===== config.mk =====
export PLATFORM = sky130hd
export DESIGN_NAME = tri_bus_arbiter
export DESIGN_NICKNAME = d
export VERILOG_FILES = /design/src/rtl/tri_bus_pkg.sv /design/src/rtl/rr_pick.sv /design/src/rtl/tri_bus_arbiter.sv
export SDC_FILE = /design/constraint.sdc
export NUM_CORES = 1
export LEC_CHECK = 0
export CAP_MARGIN = 20
export CORE_UTILIZATION = 39
export CTS_BUF_LIST = sky130_fd_sc_hd__clkbuf_8
export CTS_CLUSTER_DIAMETER = 100
export DETAILED_ROUTE_END_ITERATION = 7
export DONT_BUFFER_PORTS = 1
export HOLD_SLACK_MARGIN = 0.12
export SYNTH_ARGS = -nofsm -noshare
export SYNTH_HDL_FRONTEND = slang
export SYNTH_SLANG_ARGS = --single-unit

===== constraint.sdc =====
create_clock -name clk -period 6.4 [get_ports clk]
set_clock_uncertainty 0.1 [all_clocks]
set_input_delay 1.28 -clock clk [delete_from_list [all_inputs] [get_ports clk]]
set_output_delay 1.28 -clock clk [all_outputs]
set_load 0.005 [all_outputs]

===== src/rtl/tri_bus_pkg.sv =====
// Shared definitions for the four-source tristate bus arbiter:
// state encoding, source count, select width and the grant decode.
package tri_bus_pkg;

    localparam int unsigned NUM_SRC = 4;
    localparam int unsigned SEL_W   = 2;

    localparam logic [1:0] ST_IDLE = 2'd0;
    localparam logic [1:0] ST_ARM  = 2'd1;
    localparam logic [1:0] ST_OWN  = 2'd2;
    localparam logic [1:0] ST_TURN = 2'd3;

    // One-hot grant vector for a given select value.
    function automatic logic [NUM_SRC-1:0] sel_onehot(input logic [SEL_W-1:0] sel);
        sel_onehot = NUM_SRC'(1) << sel;
    endfunction

endpackage


===== src/rtl/rr_pick.sv =====
// Combinational round-robin picker: first set request bit found scanning
// upward (with wrap) from the source after the most recent owner.
module rr_pick
    import tri_bus_pkg::*;
(
    input  logic [NUM_SRC-1:0] req,
    input  logic [SEL_W-1:0]   last,
    output logic [SEL_W-1:0]   idx,
    output logic               any
);

    logic [SEL_W-1:0] w_cand;

    // Scan from farthest to nearest so the nearest set bit wins; the
    // 2-bit add wraps, and k=NUM_SRC lands on last itself (lowest priority).
    always_comb begin
        idx    = '0;
        any    = |req;
        w_cand = '0;
        for (int k = NUM_SRC; k >= 1; k--) begin
            w_cand = last + SEL_W'(k);
            if (req[w_cand]) begin
                idx = w_cand;
            end
        end
    end

endmodule


===== src/rtl/tri_bus_arbiter.sv =====
// Round-robin arbiter driving the select/enable of the shared tristate bus,
// with a turnaround cycle on every ownership change and a hold limit.
module tri_bus_arbiter
    import tri_bus_pkg::*;
#(
    parameter int unsigned MAX_HOLD = 8
) (
    input  logic               clk,
    input  logic               rst,
    input  logic [NUM_SRC-1:0] req,
    output logic               s0,
    output logic               s1,
    output logic               e,
    output logic [NUM_SRC-1:0] gnt,
    output logic               timeout
);

    localparam int unsigned     HOLD_W    = $clog2(MAX_HOLD + 1);
    localparam logic [HOLD_W-1:0] HOLD_LAST = HOLD_W'(MAX_HOLD - 1);

    logic [1:0]         r_state;
    logic [SEL_W-1:0]   r_sel;
    logic [SEL_W-1:0]   r_last;
    logic [HOLD_W-1:0]  r_hold;
    logic               r_e;
    logic [NUM_SRC-1:0] r_gnt;
    logic               r_timeout;

    logic [1:0]         w_state_nxt;
    logic [SEL_W-1:0]   w_sel_nxt;
    logic [SEL_W-1:0]   w_last_nxt;
    logic [HOLD_W-1:0]  w_hold_nxt;
    logic               w_e_nxt;
    logic [NUM_SRC-1:0] w_gnt_nxt;
    logic               w_timeout_nxt;

    logic [SEL_W-1:0]   w_pick;
    logic               w_any;
    logic               w_req_sel;
    logic               w_at_limit;

    rr_pick u_pick (
        .req  (req),
        .last (r_last),
        .idx  (w_pick),
        .any  (w_any)
    );

    assign w_req_sel  = req[r_sel];
    assign w_at_limit = (r_hold == HOLD_LAST);

    // Next-state and next-output logic; outputs are registered from these.
    always_comb begin
        w_state_nxt   = r_state;
        w_sel_nxt     = r_sel;
        w_last_nxt    = r_last;
        w_hold_nxt    = r_hold;
        w_timeout_nxt = 1'b0;

        case (r_state)
            ST_IDLE: begin
                if (w_any) begin
                    w_sel_nxt   = w_pick;
                    w_state_nxt = ST_ARM;
                end
            end
            ST_ARM: begin
                if (w_req_sel) begin
                    w_hold_nxt  = '0;
                    w_state_nxt = ST_OWN;
                end else begin
                    w_last_nxt  = r_sel;
                    w_state_nxt = ST_TURN;
                end
            end
            ST_OWN: begin
                // A release coinciding with the limit counts as a normal release.
                if (!w_req_sel || w_at_limit) begin
                    w_last_nxt    = r_sel;
                    w_timeout_nxt = w_req_sel;
                    w_state_nxt   = ST_TURN;
                end else begin
                    w_hold_nxt = r_hold + HOLD_W'(1);
                end
            end
            ST_TURN: begin
                if (w_any) begin
                    w_sel_nxt   = w_pick;
                    w_state_nxt = ST_ARM;
                end else begin
                    w_state_nxt = ST_IDLE;
                end
            end
            default: begin
                w_state_nxt = ST_IDLE;
            end
        endcase

        w_e_nxt   = (w_state_nxt == ST_OWN);
        w_gnt_nxt = ((w_state_nxt == ST_ARM) || (w_state_nxt == ST_OWN))
                    ? sel_onehot(w_sel_nxt) : '0;
    end

    always_ff @(posedge clk) begin
        if (rst) begin
            r_state   <= ST_IDLE;
            r_sel     <= '0;
            r_last    <= SEL_W'(NUM_SRC - 1);
            r_hold    <= '0;
            r_e       <= 1'b0;
            r_gnt     <= '0;
            r_timeout <= 1'b0;
        end else begin
            r_state   <= w_state_nxt;
            r_sel     <= w_sel_nxt;
            r_last    <= w_last_nxt;
            r_hold    <= w_hold_nxt;
            r_e       <= w_e_nxt;
            r_gnt     <= w_gnt_nxt;
            r_timeout <= w_timeout_nxt;
        end
    end

    assign s0      = r_sel[0];
    assign s1      = r_sel[1];
    assign e       = r_e;
    assign gnt     = r_gnt;
    assign timeout = r_timeout;

endmodule


Yosys cells after proc, flatten, opt, wreduce, memory -nomap -nowiden
Cells that the tools add are included.
{ "word_totals": {"reg_bits": 16, "word_cells": 68, "n_memories": 0, "ramBits": 0, "inputBits": 6, "output_inout_bits": 8, "latch_bits": 0, "romBits": 0} }
{ "classes": {"reduce_logical": 11, "n_mux": 27, "shifts": 1, "addsub": 4, "bitwise_logic": 3, "div_mod_pow": 0, "eq_ne": 10, "mul": 0, "magnitude_cmp": 5} }
{ "ops": {"columns": ["operator", "n"], "rows": [
  ["2-bit two-way mux", 10],
  ["2-bit by 3-bit < comparator with 1-bit output (second input constant)", 5],
  ["1-bit binary-select mux with 2-bit select", 5],
  ["4-bit two-way mux", 2],
  ["2-bit inequality test (second input constant)", 4],
  ["2-bit case mux with 4 select lines", 1],
  ["4-bit case mux with 2 select lines", 1],
  ["1-bit two-way mux", 7],
  ["2-bit equality test (second input constant)", 3],
  ["3-bit AND reduction", 2],
  ["2-bit adder (second input constant)", 2],
  ["4-bit by 1-bit adder with 4-bit output (second input constant)", 1],
  ["2-bit by 1-bit equality test with 1-bit output (second input constant)", 2],
  ["4-bit by 3-bit equality test with 1-bit output (second input constant)", 1],
  ["2-bit case mux with 2 select lines", 1],
  ["2-bit OR reduction", 2],
  ["4-bit OR reduction", 1],
  ["1-bit by 2-bit << shifter with 4-bit output (first input constant)", 1],
  ["1-bit NOT", 3],
  ["3-bit OR reduction", 1],
  ["2-bit by 1-bit adder with 2-bit output (second input constant)", 1],
  ["2-bit zero test", 1],
  ["1-bit logical OR", 2],
  ["2-bit nonzero test", 1],
  ["1-bit zero test", 1]
]} }

Logic depth before layout (Yosys ltp)
{ "logic_depth": {"depth_word": 10, "depth_mapped": 8} }

Modules after synthesis
A second synthesis with hierarchy kept.
{ "hier_totals": {"cells_unflattened": 100, "hier_area_um2": 880.8} }
{ "modules_own_cells": {"columns": ["mod", "n_inst", "cells_per_inst", "area_each_um2"], "rows": [
  ["tri_bus_arbiter", 1, 86, 789.5],
  ["rr_pick", 1, 14, 91.3]
]} }

Worst setup path after synthesis
OpenSTA, ideal clock, no wires.
{ "synth_path": {"path_type": "input port to flip-flop", "startpoint": "in req[3]", "endpoint": "reg r_gnt[2] (netlist: gnt[2])", "path_stages": 6, "setup_time_ps": 86, "slack_ps": 3305, "arrival_time_ps": 2909, "path_cell_list": "mux4_2 -> o311ai_2 -> nor2_1 -> ha_1 -> or2_2 -> a211oi_1"} }
{ "synth_via": {"elab_chain_cells": 10, "elab_cells_between_ends": 30} }
{ "synth_lines": {"columns": ["item", "line", "source"], "rows": [
  ["start, declared", "tri_bus_arbiter.sv:10", "input logic [NUM_SRC-1:0] req,"],
  ["1-bit binary-select mux with 2-bit select", "tri_bus_arbiter.sv:49", "assign w_req_sel = req[r_sel];"],
  ["1-bit two-way mux (implied by the code)", "tri_bus_arbiter.sv:49", null],
  ["1-bit zero test", "tri_bus_arbiter.sv:78", "if (!w_req_sel || w_at_limit) begin"],
  ["1-bit logical OR", "tri_bus_arbiter.sv:78", null],
  ["2-bit two-way mux", "tri_bus_arbiter.sv:78", null],
  ["2-bit case mux with 4 select lines", "tri_bus_arbiter.sv:60", "case (r_state)"],
  ["2-bit by 1-bit equality test with 1-bit output or 2-bit equality test (tied branches)", "tri_bus_arbiter.sv:100", "w_gnt_nxt = ((w_state_nxt == ST_ARM) || (w_state_nxt == ST_OWN))"],
  ["1-bit logical OR", "tri_bus_arbiter.sv:100", null],
  ["1-bit NOT (no line)", null, null],
  ["2-bit OR reduction (no line)", null, null],
  ["end signal, assigned", "tri_bus_arbiter.sv:119", "r_gnt <= w_gnt_nxt;"],
  ["end, declared", "tri_bus_arbiter.sv:26", "logic [NUM_SRC-1:0] r_gnt;"]
]} }
Several ways; a longest one is shown, not always the timed one. The select of a mux whose other input is x is not followed.
A chain may end at the register's enable or synchronous reset.

Final worst setup path
{ "layout_path": {"startpoint": "in req[3]", "endpoint": "reg r_gnt[3] (netlist: gnt[3])"} }
Same word-level chain as after synthesis.

==> metrics.md <==
| Metric | Value |
|---|---|
| Status | `complete, no violations` |
| PwrDens | `456 nW/µm²` |
| Distinct cells, synth | `40` |
| Final setup viols | `0` |
| Final Power | `447 µW` |
| Largest net degree at the start of global routing | `14` |
| Rows | `16` |
| Detailed-route via count | `755` |
| Sequential share of power | `34.4%` |
| Worst path slowest cell | `mux4_2` |
| Setup TNS | `0 ps` |
| Sequential share of the synthesized area | `35.8%` |
| CP cell instances | `mux4_2 -> o311ai_2 -> nor2_1 -> ha_1 -> or2_2 -> nor4_1` |
| Cells after synthesis | `99` |
| Core Region | `2060 µm²` |
| DR pass1 iterations | `4` |
| Clk root buf | `clkbuf_8` |
| Inserted Clock Buffers | `3` |
| Period minus WS final | `2940 ps` |
| GRT Residual Overflow | `0` |
| Int Pwr | `269 µW` |
| Mapped Nets | `111` |
| GR Layer Usage met3 | `4.94%` |
| Max Slew Vio Count | `0` |
| Vias in the first global route | `741` |
| YS warnings | `0` |
| Die H | `49.9 µm` |
| P&R area growth vs syn | `9.50%` |
| Crit path DAT | `2990 ps` |
| Initial DRC Count | `14` |
| Initial antenna violation count | `0` |
| CP required | `6450 ps` |
| Met1 Usage GRT | `23.1%` |
| Final wirelength | `1900 µm` |
| Worst Path Max Fanout | `9` |
| Worst-Margin Slew | `351 ps` |
| Clock power frac | `20.2%` |
| Worst Hold Class | `reg2reg` |
| Chip Width | `49.9 µm` |
| Avg Cell Area, Syn | `9.05 µm²` |
| Detailed placement HPWL | `1380 µm` |
| Clock buffer depth | `2` |
| Layout cells sized above 1 | `9.80%` |
| Comb pwr share | `45.4%` |
| Fmax | `340 MHz` |
| Flops & latches, synth | `16` |
| # DRC | `0` |
| Final antenna-violating net count | `0` |
| Synth Cell Area | `896 µm²` |
| Die area | `2490 µm²` |
| Starting Density | `43.4%` |
| Pre-CTS setup slack | `3200 ps` |
| Hold-fix buffers, CTS | `0` |
| Max_cap viols | `0` |
| Port bufs | `0` |
| Busiest grt layer | `met2` |
| Reg clk slew, reported paths | `70 ps` |
| Post-CTS Resized | `0` |
| Final Cycle Share | `45.9%` |
| Worst setup EP type | `flop` |
| Worst vdd ir | `241 µV` |
| Setup bufs post-CTS | `0` |
| Max incr delay on CP | `530 ps` |
| First-pass GRT wire length | `3340 µm` |
| Leak pwr | `0.362 nW` |
| Hold WS | `380 ps` |
| Psw | `178 µW` |
| I/O Pins | `14` |
| Setup CP Type | `in2reg` |
| Fin worst setup slack | `3460 ps` |
| RSZ-0062 raised after global routing | `false` |
| M2 GR Usage | `27.3%` |
| Max-slew headroom | `76.4%` |
| GP Congestion | `0.821` |
| Drt via density | `5.85` |
| Net Sw Frac | `39.9%` |
| Clk Latency, worst-skew pair | `250 ps` |
| Sink Count | `16` |
| Final-report hold violation count | `0` |
| CP Launch Type | `primary input` |
| Final #Nets | `115` |
| GRT Total Usage | `17.5%` |
| CTS tree | `yes` |
| Core Util, Final | `47.6%` |
| Ant diodes | `0` |
| H-tree lvl count | `1` |
| Routed wire per std cell | `14.8 µm` |
| Fill cell count | `203` |
==> power groups by stage <==
| stage | logic [mW] | clock network, mW | registers [mW] |
|---|---|---|---|
| after floorplan | 0.165 | 0 | 0.147 |
| after global placement | 0.200 | 0 | 0.157 |
| after detailed placement | 0.199 | 0 | 0.157 |
| after CTS | 0.201 | 0.0915 | 0.155 |
| after global routing | 0.229 | 0.0955 | 0.160 |
| final | 0.203 | 0.0901 | 0.154 |
==> cells by family after synthesis <==
group / after synthesis / synth area share, %
compound gates: 27 / 21.8
mux: 4 / 6.01
flops: 16 / 35.8
simple gates: 41 / 26.0
fa+ha+maj: 6 / 8.38
buf+inv: 5 / 2.09
==> path summary, 6_finish.rpt <==
check | slack, ps | from | depth (start not counted) | endpoint
setup / recovery | 3460 | req[3] | 6 | gnt[3]
hold / removal | 380 | r_hold[1] | 2 | r_hold[1]
setup reg to reg | 3910 | r_sel[0] | 6 | gnt[3]
hold reg to reg | 380 | r_hold[1] | 2 | r_hold[1]
==> cell type report <==
cell class	count	area, µm²	share of cell area [%]
Multi-Input combinational cell	78	557	56.8
Inverter	4	15.0	1.53
Sequential cell	16	320	32.7
Clock buffer	4	55.1	5.61
Tap cell	27	33.8	3.44
==> cell usage after synthesis <==
cell type  number  area (µm²)
or2_2           1        6.26
nor2b_1         2        12.5
nand2b_1        5        31.3
mux2_2          1        11.3
clkbuf_1        1        3.75
o22a_1          1        8.76
o31a_1          2        17.5
nand4bb_1       1        11.3
mux2i_1         2        20.0
a21oi_2         1        8.76
nand4_1         2        12.5
o21ai_1         5        25.0
nor4_1          2        12.5
nand4_2         1        12.5
o22ai_1         1        6.26
a21oi_1         3        15.0
and4_1          1        8.76
inv_1           4        15.0
nor3_1          4        20.0
nand2_1         6        22.5
o21a_1          1        7.51
o211ai_1        1        7.51
or4bb_1         1        11.3
o211a_1         2        20.0
o311ai_2        1        16.3
nor2_1          9        33.8
o21ai_0         4        20.0
or4_1           1        7.51
and2_1          1        6.26
dfxtp_1        16         320
a21boi_0        1        7.51
a211oi_1        1        7.51
a21boi_1        1        7.51
nand3b_1        1        7.51
o41a_1          1        11.3
a31o_1          1        8.76
nand3_1         2        10.0
ha_1            6        75.1
or2_1           1        6.26
mux4_2          1        22.5
==> critical path, delay by kind of cell <==
kind / cells / cell delay, ps
simple gates: 3 / 560
mux: 1 / 530
compound gates: 1 / 310
fa+ha+maj: 1 / 310
==> routing by layer <==
metal,vias up,routed length [µm]
li1,374,-
met1,360,912
met2,19,875
met3,2,105
met4,0,11
met5,-,0
==> state kept, by name, indices dropped and copies added, names as in the netlist <==
register  flops
gnt           4
r_hold        4
r_last        2
r_sel         2
r_state       2
e             1
timeout       1
==> layout by cell type (no fill, tap or decap), types with 2 or more instances in the layout <==
cell type | synthesis | routed
mux2i_1 | 2 | 2
nor2_1 | 9 | 9
nand3_1 | 2 | 2
clkbuf_8 | 0 | 4
ha_1 | 6 | 6
nand4_1 | 2 | 2
nor2b_1 | 2 | 2
nand2_1 | 6 | 6
o31a_1 | 2 | 2
o21ai_1 | 5 | 5
o211a_1 | 2 | 2
nand2b_1 | 5 | 5
o21ai_0 | 4 | 4
nor3_1 | 4 | 4
a21oi_1 | 3 | 3
dfxtp_1 | 16 | 16
nor4_1 | 2 | 2
inv_1 | 4 | 4
==> through the flow <==
| stage | cells | cell area [µm²] |
|---|---|---|
| after floorplan | 99 | 896 |
| after global placement | 125 | 926 |
| after detailed placement | 125 | 926 |
| after CTS | 129 | 981 |
| after global routing | 129 | 981 |
| final | 129 | 981 |
No activity file was read; power rests on OpenSTA's default activity.
